$ cat src/rtl/sseg_scan_driver_if.sv
// -----------------------------------------------------------------------------
// sseg_scan_driver_if
// Groups the display-value bus and the board-pin outputs of sseg_scan_driver.
//   iHex   [4*N-1:0]  digit values, nibble d = digit d, digit 0 = rightmost
//   iDP    [N-1:0]    decimal point per digit, 1 = lit
//   iBlank [N-1:0]    1 = digit dark for its whole slot
//   iLoad             1-cycle strobe, capture iHex/iDP/iBlank into pending
//   oSSeg  [7:0]      {A,B,C,D,E,F,G,DP}, active-low
//   oAnode [N-1:0]    anode enables, active-low, at most one low
//   oFrame            1-cycle pulse when the scan wraps to digit 0
// master = value producer / pin observer, slave = the scan driver.
// -----------------------------------------------------------------------------
interface sseg_scan_driver_if #(
   parameter int NUM_DIGITS = 4
);
   logic [4*NUM_DIGITS-1:0] iHex;
   logic [NUM_DIGITS-1:0]   iDP;
   logic [NUM_DIGITS-1:0]   iBlank;
   logic                    iLoad;
   logic [7:0]              oSSeg;
   logic [NUM_DIGITS-1:0]   oAnode;
   logic                    oFrame;

   modport master (
      output iHex, iDP, iBlank, iLoad,
      input  oSSeg, oAnode, oFrame
   );

   modport slave (
      input  iHex, iDP, iBlank, iLoad,
      output oSSeg, oAnode, oFrame
   );
endinterface

$ cat src/rtl/sseg_scan_driver.sv
// -----------------------------------------------------------------------------
// sseg_scan_driver
// Time-multiplexed driver for NUM_DIGITS common-anode 7-segment digits sharing
// one segment bus. A pending buffer captures the producer's value on iLoad; the
// shadow buffer that is actually displayed only takes the pending value at a
// frame boundary, so all digits change together. Each digit slot starts with
// BLANK_CYCLES of dead time (all anodes off) to suppress ghosting.
// Ports:
//   iClk    system clock, rising edge
//   iRst_n  asynchronous active-low reset
//   bus     sseg_scan_driver_if.slave (value inputs, segment/anode/frame outputs)
// -----------------------------------------------------------------------------
module sseg_scan_driver #(
   parameter int NUM_DIGITS   = 4,
   parameter int DIGIT_CYCLES = 50000,
   parameter int BLANK_CYCLES = 500
) (
   input  logic              iClk,
   input  logic              iRst_n,
   sseg_scan_driver_if.slave bus
);

   localparam int CNT_W = $clog2(DIGIT_CYCLES);
   localparam int IDX_W = (NUM_DIGITS > 1) ? $clog2(NUM_DIGITS) : 1;
   localparam logic [CNT_W-1:0] CNT_LAST  = CNT_W'(DIGIT_CYCLES - 1);
   localparam logic [CNT_W-1:0] CNT_BLANK = CNT_W'(BLANK_CYCLES);
   localparam logic [IDX_W-1:0] IDX_LAST  = IDX_W'(NUM_DIGITS - 1);

   typedef enum logic {
      SLOT_GAP,
      SLOT_DRIVE
   } slot_e;

   // Active-low A..G pattern for one hex nibble.
   function automatic logic [6:0] seg7(input logic [3:0] h);
      logic [6:0] s;
      case (h)
         4'h0:    s = 7'b0000001;
         4'h1:    s = 7'b1001111;
         4'h2:    s = 7'b0010010;
         4'h3:    s = 7'b0000110;
         4'h4:    s = 7'b1001100;
         4'h5:    s = 7'b0100100;
         4'h6:    s = 7'b0100000;
         4'h7:    s = 7'b0001111;
         4'h8:    s = 7'b0000000;
         4'h9:    s = 7'b0000100;
         4'hA:    s = 7'b0001000;
         4'hB:    s = 7'b1100000;
         4'hC:    s = 7'b0110001;
         4'hD:    s = 7'b1000010;
         4'hE:    s = 7'b0110000;
         default: s = 7'b0111000;
      endcase
      return s;
   endfunction

   // Scan position and buffers.
   logic [CNT_W-1:0]        cnt_q, cnt_d;
   logic [IDX_W-1:0]        idx_q, idx_d;
   logic                    pend_q, pend_d;
   logic [4*NUM_DIGITS-1:0] pend_hex_q, pend_hex_d;
   logic [NUM_DIGITS-1:0]   pend_dp_q, pend_dp_d;
   logic [NUM_DIGITS-1:0]   pend_blank_q, pend_blank_d;
   logic [4*NUM_DIGITS-1:0] shd_hex_q, shd_hex_d;
   logic [NUM_DIGITS-1:0]   shd_dp_q, shd_dp_d;
   logic [NUM_DIGITS-1:0]   shd_blank_q, shd_blank_d;
   logic                    wrap;

   // Registered pin outputs.
   logic [7:0]              sseg_q, sseg_d;
   logic [NUM_DIGITS-1:0]   anode_q, anode_d;
   logic                    frame_q, frame_d;

   // Per-digit view of the next shadow value, selected by the next index.
   logic [3:0]              hex_arr [NUM_DIGITS];
   slot_e                   slot_d;
   logic                    lit_d;

   genvar gi;
   generate
      for (gi = 0; gi < NUM_DIGITS; gi++) begin : g_hex
         assign hex_arr[gi] = shd_hex_d[4*gi +: 4];
      end
   endgenerate

   // Counters and double buffer.
   always_comb begin
      cnt_d        = cnt_q + 1'b1;
      idx_d        = idx_q;
      wrap         = 1'b0;
      pend_d       = pend_q;
      pend_hex_d   = pend_hex_q;
      pend_dp_d    = pend_dp_q;
      pend_blank_d = pend_blank_q;
      shd_hex_d    = shd_hex_q;
      shd_dp_d     = shd_dp_q;
      shd_blank_d  = shd_blank_q;

      if (cnt_q == CNT_LAST) begin
         cnt_d = '0;
         if (idx_q == IDX_LAST) begin
            idx_d = '0;
            wrap  = 1'b1;
         end else begin
            idx_d = idx_q + 1'b1;
         end
      end

      // Shadow takes the pending value as it stood before this edge; a load on
      // the same edge lands in pending and stays flagged for the next frame.
      if (wrap && pend_q) begin
         shd_hex_d   = pend_hex_q;
         shd_dp_d    = pend_dp_q;
         shd_blank_d = pend_blank_q;
         pend_d      = 1'b0;
      end

      if (bus.iLoad) begin
         pend_hex_d   = bus.iHex;
         pend_dp_d    = bus.iDP;
         pend_blank_d = bus.iBlank;
         pend_d       = 1'b1;
      end
   end

   // Outputs are computed from the next scan position so the registered pins
   // line up with cnt/idx without an extra pipeline stage. Every slot opens
   // with at least one GAP cycle, so an anode never switches off and another
   // switches on at the same edge.
   always_comb begin
      slot_d  = (cnt_d < CNT_BLANK) ? SLOT_GAP : SLOT_DRIVE;
      lit_d   = (slot_d == SLOT_DRIVE) && !shd_blank_d[idx_d];
      sseg_d  = 8'hFF;
      anode_d = '1;
      frame_d = wrap;
      if (lit_d) begin
         sseg_d         = {seg7(hex_arr[idx_d]), ~shd_dp_d[idx_d]};
         anode_d[idx_d] = 1'b0;
      end
   end

   always_ff @(posedge iClk or negedge iRst_n) begin
      if (!iRst_n) begin
         cnt_q        <= '0;
         idx_q        <= '0;
         pend_q       <= 1'b0;
         pend_hex_q   <= '0;
         pend_dp_q    <= '0;
         pend_blank_q <= '0;
         shd_hex_q    <= '0;
         shd_dp_q     <= '0;
         shd_blank_q  <= '1;
         sseg_q       <= 8'hFF;
         anode_q      <= '1;
         frame_q      <= 1'b0;
      end else begin
         cnt_q        <= cnt_d;
         idx_q        <= idx_d;
         pend_q       <= pend_d;
         pend_hex_q   <= pend_hex_d;
         pend_dp_q    <= pend_dp_d;
         pend_blank_q <= pend_blank_d;
         shd_hex_q    <= shd_hex_d;
         shd_dp_q     <= shd_dp_d;
         shd_blank_q  <= shd_blank_d;
         sseg_q       <= sseg_d;
         anode_q      <= anode_d;
         frame_q      <= frame_d;
      end
   end

   assign bus.oSSeg  = sseg_q;
   assign bus.oAnode = anode_q;
   assign bus.oFrame = frame_q;

endmodule

$ cat src/flat_wrapper.sv
// flat-port wrapper written by rule: the top's interface ports become plain ports
module sseg_scan_driver_flat 
#(
   parameter int NUM_DIGITS   = 4,
   parameter int DIGIT_CYCLES = 50000,
   parameter int BLANK_CYCLES = 500
)
  (iClk, iRst_n, bus_iHex, bus_iDP, bus_iBlank, bus_iLoad, bus_oSSeg, bus_oAnode, bus_oFrame);
  sseg_scan_driver_if #(.NUM_DIGITS(NUM_DIGITS)) bus_i ();
  input  logic iClk;
  input  logic iRst_n;
  input wire logic [$bits(bus_i.iHex)-1:0] bus_iHex;
  input wire logic [$bits(bus_i.iDP)-1:0] bus_iDP;
  input wire logic [$bits(bus_i.iBlank)-1:0] bus_iBlank;
  input wire logic [$bits(bus_i.iLoad)-1:0] bus_iLoad;
  output wire logic [$bits(bus_i.oSSeg)-1:0] bus_oSSeg;
  output wire logic [$bits(bus_i.oAnode)-1:0] bus_oAnode;
  output wire logic [$bits(bus_i.oFrame)-1:0] bus_oFrame;
  assign bus_i.iHex = bus_iHex;
  assign bus_i.iDP = bus_iDP;
  assign bus_i.iBlank = bus_iBlank;
  assign bus_i.iLoad = bus_iLoad;
  assign bus_oSSeg = bus_i.oSSeg;
  assign bus_oAnode = bus_i.oAnode;
  assign bus_oFrame = bus_i.oFrame;
  sseg_scan_driver #(.NUM_DIGITS(NUM_DIGITS), .DIGIT_CYCLES(DIGIT_CYCLES), .BLANK_CYCLES(BLANK_CYCLES)) u_core (.iClk(iClk), .iRst_n(iRst_n), .bus(bus_i));
endmodule
$ cat config.mk
export PLATFORM = sky130hd
export DESIGN_NAME = sseg_scan_driver_flat
export DESIGN_NICKNAME = d
export VERILOG_FILES = /design/src/rtl/sseg_scan_driver_if.sv /design/src/rtl/sseg_scan_driver.sv /design/src/flat_wrapper.sv
export SDC_FILE = /design/constraint.sdc
export NUM_CORES = 1
export LEC_CHECK = 0
export ABC_CLOCK_PERIOD_IN_PS = 5850
export BUFFER_PORTS_ARGS = -buffer_cell sky130_fd_sc_hd__buf_2
export CELL_PAD_IN_SITES_DETAIL_PLACEMENT = 2
export CELL_PAD_IN_SITES_GLOBAL_PLACEMENT = 2
export CORE_UTILIZATION = 43
export DETAILED_ROUTE_END_ITERATION = 10
export GPL_TIMING_DRIVEN = 1
export PLACE_DENSITY = 0.8
export SLEW_MARGIN = 25
export SYNTH_ARGS = -nofsm -noshare
export SYNTH_HDL_FRONTEND = slang
export SYNTH_SLANG_ARGS = --single-unit
$ cat constraint.sdc
create_clock -name iClk -period 5.85 [get_ports iClk]
set_clock_uncertainty 0.1 [all_clocks]
set_input_delay 0.585 -clock iClk [delete_from_list [all_inputs] [get_ports iClk]]
set_output_delay 0.585 -clock iClk [all_outputs]
set_load 0.01 [all_outputs]
==> flow_summary.json, run 1 <==
{
  "outcome": "completed",
  "gp_congestion": 0.825,
  "start_util_pct": 44.5,
  "wire_per_inst_um": 19.3,
  "yosys.area_share.simple_pct": 11.9,
  "synth-seq-cells": 80,
  "yosysTopAreaCell": "dfrtp_1",
  "ys.flop_type": "dfrtp_1",
  "synth_edf_count": 0,
  "synth_compound_area_share_pct": 4.51,
  "use_met3_pct": 4.70,
  "cts-buffers-inserted": 9,
  "netlist_instances": 311,
  "post-route-min-period_ns": 4.09,
  "reg2reg_depth": 13,
  "start_kind": "flop",
  "hold_slack_ns": 0.149,
  "drt-initial-drc-count": 47,
  "grt_pass1_vias": 2933,
  "grt_max_degree": 81,
  "htreeDepth": 3,
  "fin_tns_setup_ns": 0,
  "worst_pin_slew_ns": 0.795,
  "fp.dieH_um": 97.0,
  "cts_tree": "done",
  "grt-ovfl-total": 0,
  "slew_violations": 0,
  "cts_repair_resize_count": 0,
  "syn-num-nets": 345,
  "power_mw": 1.01,
  "setup_viol": 0,
  "yosys-top-cells-area": "dfrtp_1 (41%), mux2_2 (14%), dfstp_2 (11%), mux2i_1 (6.2%), ha_1 (2.3%)",
  "fmax_mhz": 244,
  "hold_class": "primary input to async pin",
  "path_max_fanout": 25,
  "rsz0062_at_grt": "no",
  "port_buffers": 39,
  "final_area_sq_um": 4350,
  "met1_usage_pct": 27.5,
  "clock-sinks": 80,
  "grt-busiest-layer": "met2",
  "ios": 40,
  "drive_above_1_share_pct": 38.5,
  "antenna_found_initial": 0,
  "cts_setup_buffers": 0,
  "synth_top_family_by_area": "multiplexers",
  "num_vias": 2522,
  "synth_top_area_share_pct": 41.2,
  "fin_nets": 385,
  "dp_hpwl_mm": 6.37,
  "cp-end-kind": "flop",
  "viasPerCell": 5.44,
  "synthArstFlopShare_pct": 100,
  "syn_area_sq_um": 3880,
  "worstPathCellList": "ha_1 > nand3_1 > nor4_4 > buf_4 > mux2i_2 > clkinv_2 > mux2i_1 > mux2i_1 > inv_1 > ha_1 > mux2_1 > nand2_1 > o211ai_1",
  "syn_avg_cell_area_sq_um": 12.5,
  "antenna_left": 0,
  "critPathKind": "flop to flop",
  "clk_latency_ns": 0.35,
  "synth_xor_area_share_pct": 3.38,
  "rows": 34,
  "vdd_drop_max_mv": 0.173,
  "seq_area_frac_synth_pct": 52.1,
  "yosysWarnings": 0,
  "wl_mm": 8.94,
  "finalCritPeriodShare_pct": 70.0,
  "drv_cap": 0,
  "critPathRequiredTime_ns": 6.02,
  "relSlewSlack_pct": 45.5,
  "grtUsageMet2_pct": 35.3,
  "p_leak_nw": 2.00,
  "grt_pass1_wl_mm": 15.5,
  "antennaDiodeCount": 0,
  "clockBufferDepth": 2,
  "die_w_um": 97.0,
  "worst_path_largest_cell_delay_ns": 0.46,
  "synth_mux_area_share_pct": 23.1,
  "syn2layout_area_growth_pct": 12.1,
  "worst_path_max_delay_cell": "mux2i_2",
  "first_pass_iters": 4,
  "core_area_sq_um": 8720,
  "postCtsHoldBufs": 0,
  "ctsRootBufferMaster": "clkbuf_8",
  "die-area_sq_um": 9420,
  "yosysUniqueCellTypes": 48,
  "dpl_cell_area_sq_um": 4170,
  "drc_errors": 0,
  "final_core_util_pct": 49.9,
  "hold_viol_final": 0,
  "synthAdderAreaFrac_pct": 2.26,
  "worstPathArrival_ns": 4.27,
  "grtUsageTotal_pct": 21.1,
  "path_clk_slew_ns": 0.09,
  "power_per_cell_area_nw_per_um2": 231
}
kinds of logic after synthesis:
family,Yosys count
AOI/OAI and AO/OA,21
DFF,80
buffers and inverters,24
and+or+nand+nor,84
muxes,80
adders and majority gates,7
xor gates and xnor gates,15
through the flow:
stage / worst slack, ns / std cells
floorplan: 2.27 / 311
global placement: 2.04 / 448
detailed placement: 1.80 / 448
CTS: 1.69 / 464
global route: 1.36 / 464
finish: 1.76 / 464
routing by layer:
| metal | routed length [um] | up-vias |
|---|---|---|
| met2 | 4470 | 38 |
| met5 | 0 | - |
| met3 | 241 | 10 |
| li1 | - | 1180 |
| met1 | 4110 | 1294 |
| met4 | 113 | 0 |
final cells by class:
cell class / count / area, sq um
Fill cell: 865 / 4370
Multi-Input combinational cell: 207 / 1750
Sequential cell: 80 / 2020
Clock inverter: 7 / 55.1
Tap cell: 108 / 135
Timing Repair Buffer: 41 / 216
Inverter: 12 / 47.5
Clock buffer: 9 / 124
state kept, by name, indices dropped and copies added, names as in the netlist:
name	count
u_core.bus.oSSeg	8
u_core.bus.oAnode	4
u_core.shd_blank_q	4
u_core.cnt_q	16
u_core.pend_dp_q	4
u_core.shd_dp_q	4
u_core.pend_blank_q	4
u_core.bus.oFrame	1
u_core.idx_q	2
u_core.shd_hex_q	16
u_core.pend_q	1
u_core.pend_hex_q	16
layout by cell type (no fill, tap or decap), drive strengths merged, types with 3 or more instances in the layout:
master,instances
dfrtp,64
mux2,52
buf,41
mux2i,28
nor2,22
dfstp,16
inv,13
nand2,12
nor3,11
clkbuf,9
xnor2,8
nand3,7
xor2,7
ha,7
and3,6
a211o,6
or2,5
nand4,4
clkinv,4
nand2b,3
o211ai,3
o221ai,3
nor4,3
power breakdown:
group / leakage (nW) / switching (mW) / internal [mW]
sequential: 0.988 / 0.0103 / 0.570
clock: 0.0866 / 0.224 / 0.159
combinational: 0.921 / 0.0208 / 0.0222
worst max-delay path, delay by kind of cell (launching register included):
| kind | cells | cell delay (ns) |
|---|---|---|
| mux | 4 | 1.38 |
| buf+inv | 3 | 0.72 |
| simple gates | 3 | 0.71 |
| fa+ha+maj | 2 | 0.55 |
| flops | 1 | 0.43 |
| compound gates | 1 | 0.10 |
Yosys cell counts, types with 3 or more instances:
| cell type | count |
|---|---|
| a211o_1 | 6 |
| and3_1 | 6 |
| clkbuf_1 | 7 |
| dfrtp_1 | 64 |
| dfstp_2 | 16 |
| ha_1 | 7 |
| inv_1 | 9 |
| mux2_2 | 50 |
| mux2i_1 | 24 |
| nand2_1 | 12 |
| nand2b_1 | 3 |
| nand3_1 | 7 |
| nand4_1 | 4 |
| nor2_1 | 22 |
| nor3_1 | 11 |
| o211ai_1 | 3 |
| o221ai_1 | 3 |
| or2_2 | 4 |
| xnor2_1 | 8 |
| xor2_1 | 7 |
worst paths after layout:
| check | from | endpoint | slack [ns] |
|---|---|---|---|
| worst max-delay path | u_core.cnt_q[0]$_DFF_PN0_ | u_core.bus.oSSeg[2]$_DFF_PN1_ | 1.76 |
| worst min-delay path | iRst_n | u_core.cnt_q[7]$_DFF_PN0_ | 0.15 |
| worst max register to register | u_core.cnt_q[0]$_DFF_PN0_ | u_core.bus.oSSeg[2]$_DFF_PN1_ | 1.76 |
| worst min register to register | u_core.pend_dp_q[1]$_DFFE_PN0P_ | u_core.pend_dp_q[1]$_DFFE_PN0P_ | 0.42 |
| max in group asynchronous | iRst_n | u_core.pend_hex_q[15]$_DFFE_PN0P_ | 4.98 |
| min in group iClk | bus_iDP[1] | u_core.pend_dp_q[1]$_DFFE_PN0P_ | 0.36 |
Power figures use the tool's default switching activity.
==> inputs of run 2 (changes only) <==
ABC_AREA = 1   (was unset)
ABC_CLOCK_PERIOD_IN_PS = 3380   (was 5850)
CORE_UTILIZATION = 32   (was 43)
PLACE_DENSITY = 0.72   (was 0.8)
clock period = 3.38 ns   (was 5.85 ns; I/O delays follow)
==> flow_summary.json, run 2 <==
{
  "worstPathCellList": "ha_1 > nand3_4 > nor2_4 > nand4_4 > nand2_1 > o21ai_0 > nand2_1 > nand2_2 > nor2_4 > inv_2 > ha_1 > o21ai_1 > nand2_1 > nand2_1 > nand3_1",
  "cts_setup_buffers": 0,
  "finalCritPeriodShare_pct": 85.9,
  "antenna_found_initial": 0,
  "worst_path_most_repeated_cell": "nand2_1",
  "worstPathArrival_ns": 3.07,
  "r2r-start": "u_core.cnt_q[0]$_DFF_PN0_",
  "fmax_mhz": 345,
  "syn-num-nets": 524,
  "synth_most_common_cell": "nand2_1",
  "rsz0062_at_grt": "no",
  "cts-buffers-inserted": 9,
  "path_max_fanout": 17,
  "yosysTopAreaCell": "dfrtp_1",
  "synth_compound_area_share_pct": 6.78,
  "cp-end-kind": "flop",
  "yosys.area_share.simple_pct": 31.2,
  "synth_edf_count": 0,
  "crit_path_end": "u_core.bus.oSSeg[7]$_DFF_PN1_",
  "grt_pass1_wl_mm": 18.6,
  "ios": 40,
  "wl_mm": 11.1,
  "clk_latency_ns": 0.35,
  "ctsRootBufferMaster": "clkbuf_16",
  "grt-ovfl-total": 0,
  "syn2layout_area_growth_pct": 17.2,
  "netlist_instances": 490,
  "start_util_pct": 33.1,
  "layout_common_cells": "nand2_1 (156), dfrtp_1 (64), inv_1 (56), buf_2 (38), nor2_1 (36)",
  "port_buffers": 39,
  "synth_mux_area_share_pct": 0,
  "syn_area_sq_um": 4010,
  "slew_violations": 0,
  "grt_pass1_vias": 3611,
  "yosysUniqueCellTypes": 30,
  "vdd_drop_max_mv": 0.245,
  "timing.rr.end": "u_core.bus.oSSeg[7]$_DFF_PN1_",
  "synthAdderAreaFrac_pct": 2.19,
  "first_pass_iters": 4,
  "synth_top_area_share_pct": 40.0,
  "outcome": "completed",
  "worst_path_max_delay_cell": "dfrtp_1",
  "synthArstFlopShare_pct": 100,
  "power_per_cell_area_nw_per_um2": 462,
  "core_area_sq_um": 12100,
  "htreeDepth": 3,
  "die_w_um": 114,
  "syn_avg_cell_area_sq_um": 8.18,
  "synth_xor_area_share_pct": 0.656,
  "cts_repair_resize_count": 0,
  "synthTopCellsByCount": "nand2_1 (156), dfrtp_1 (64), inv_1 (56)",
  "cp-startpoint": "u_core.cnt_q[0]$_DFF_PN0_",
  "fin_tns_setup_ns": 0,
  "start_kind": "flop",
  "relSlewSlack_pct": 48.5,
  "final_core_util_pct": 38.8,
  "cts_tree": "done",
  "dp_hpwl_mm": 7.91,
  "grtUsageTotal_pct": 19.0,
  "worst_path_largest_cell_delay_ns": 0.43,
  "yosys-top-cells-area": "dfrtp_1 (40%), nand2_1 (15%), dfstp_2 (10%), inv_1 (5.2%), nand3_1 (3.4%)",
  "cpLargestDelayFamily": "simple AND/OR/NAND/NOR gates",
  "num_vias": 3291,
  "synth-seq-cells": 80,
  "final_common_cell": "nand2_1",
  "wire_per_inst_um": 15.8,
  "drv_cap": 0,
  "antennaDiodeCount": 0,
  "grt_max_degree": 81,
  "antenna_left": 0,
  "viasPerCell": 4.67,
  "drc_errors": 0,
  "p_leak_nw": 2.36,
  "hold_viol_final": 0,
  "die-area_sq_um": 13000,
  "whs_path_depth": 3,
  "yosysWarnings": 0,
  "critPathBufInv": 1,
  "ys.flop_type": "dfrtp_1",
  "reg2reg_depth": 15,
  "synth_top_family_by_area": "simple AND/OR/NAND/NOR gates",
  "crit_cells": 15,
  "gp_congestion": 0.803,
  "top_regs": "u_core.cnt_q (16), u_core.pend_hex_q (16), u_core.shd_hex_q (16)",
  "rrSetupSlack_ns": 0.48,
  "rows": 40,
  "hold_class": "primary input to flop",
  "fin_nets": 566,
  "setup_viol": 0,
  "clockBufferDepth": 2,
  "drive_above_1_share_pct": 23.5,
  "critPathKind": "flop to flop",
  "seq_area_frac_synth_pct": 50.5,
  "post-route-min-period_ns": 2.90,
  "path_clk_slew_ns": 0.06,
  "worst_pin_slew_ns": 0.773,
  "drt-initial-drc-count": 99,
  "clock-sinks": 80,
  "fp.dieH_um": 114,
  "critPathRequiredTime_ns": 3.55
}
[run 2: changes by cell type in the layout (fill, tap and decap cells not counted), sizes merged, moves of 4 or more]
cell / delta
a211o: -6
and3: -6
inv: +54
mux2: -52
mux2i: -28
nand2: +166
nand3: +21
nand4: +6
nor2: +24
nor3: -4
o21ai: +42
xnor2: -8
xor2: -4
[run 2: worst register-to-register path, cell delays in order (launching register included)]
cell and delay (ns):
dfrtp_1 0.43, ha_1 0.26, nand3_4 0.14, nor2_4 0.23
nand4_4 0.32, nand2_1 0.14, o21ai_0 0.14, nand2_1 0.11
nand2_2 0.07, nor2_4 0.17, inv_2 0.08, ha_1 0.26
o21ai_1 0.15, nand2_1 0.09, nand2_1 0.07, nand3_1 0.07
[run 2: per-stage QoR]
step	cell area, sq um	hold WS [ns]	total power [mW]	setup WS [ns]	cells
global route	4690	0.0962	2.25	0.112	705
floorplan	4010	-0.0576	1.04	0.947	490
finish	4690	0.0881	2.17	0.477	705
CTS	4670	0.0823	2.20	0.257	703
global placement	4340	0.359	1.09	0.526	687
detailed placement	4340	0.361	1.09	0.336	687
[run 2: cell families (layout without fill, tap and decap cells)]
logic type / count (synthesis) / count (layout)
XOR/XNOR: 3 / 3
adder cells (fa/ha/maj): 7 / 7
AO/OA/AOI/OAI: 49 / 49
flip-flops: 80 / 80
buffers and inverters: 80 / 126
AND/OR/NAND/NOR: 271 / 272
[run 2: layout make-up]
cell class / count / area, sq um
fill: 1434 / 7420
sequential: 80 / 2020
multi-input combinational: 331 / 1650
clock buffer: 12 / 256
inverter: 68 / 256
timing repair buffer: 42 / 226
tap: 168 / 210
clock inverter: 4 / 76.3
[run 2: what timing repair did]
item,CTS,global route
hold buffers,0,1
hold endpoints to repair,0,13
endpoints found under the setup margin,0,3
[run 2: worst min-delay path by stage]
stage | start | end | slack, ns
final | bus_iHex[10] | u_core.pend_hex_q[10]$_DFFE_PN0P_ | 0.09
after global routing | bus_iHex[10] | u_core.pend_hex_q[10]$_DFFE_PN0P_ | 0.1
after CTS | bus_iHex[10] | u_core.pend_hex_q[10]$_DFFE_PN0P_ | 0.08
after detailed placement | u_core.pend_dp_q[0]$_DFFE_PN0P_ | u_core.pend_dp_q[0]$_DFFE_PN0P_ | 0.36
after global placement | u_core.pend_dp_q[0]$_DFFE_PN0P_ | u_core.pend_dp_q[0]$_DFFE_PN0P_ | 0.36
after floorplan | iRst_n | u_core.bus.oFrame$_DFF_PN0_ | -0.06
[run 2: metal layers]
| layer | track usage [%] | part of all wire (%) |
|---|---|---|
| met5 | 0 | 0 |
| met4 | 8.83 | 2.8 |
| met3 | 3.29 | 2.4 |
| met2 | 30.4 | 46 |
| met1 | 25.2 | 49 |
[run 2: power by group]
group / switching, mW / leakage (nW) / internal (mW)
Clock: 0.409 / 0.159 / 0.689
Combinational: 0.0546 / 1.20 / 0.0236
Sequential: 0.00851 / 0.998 / 0.984
Total: 0.472 / 2.36 / 1.70
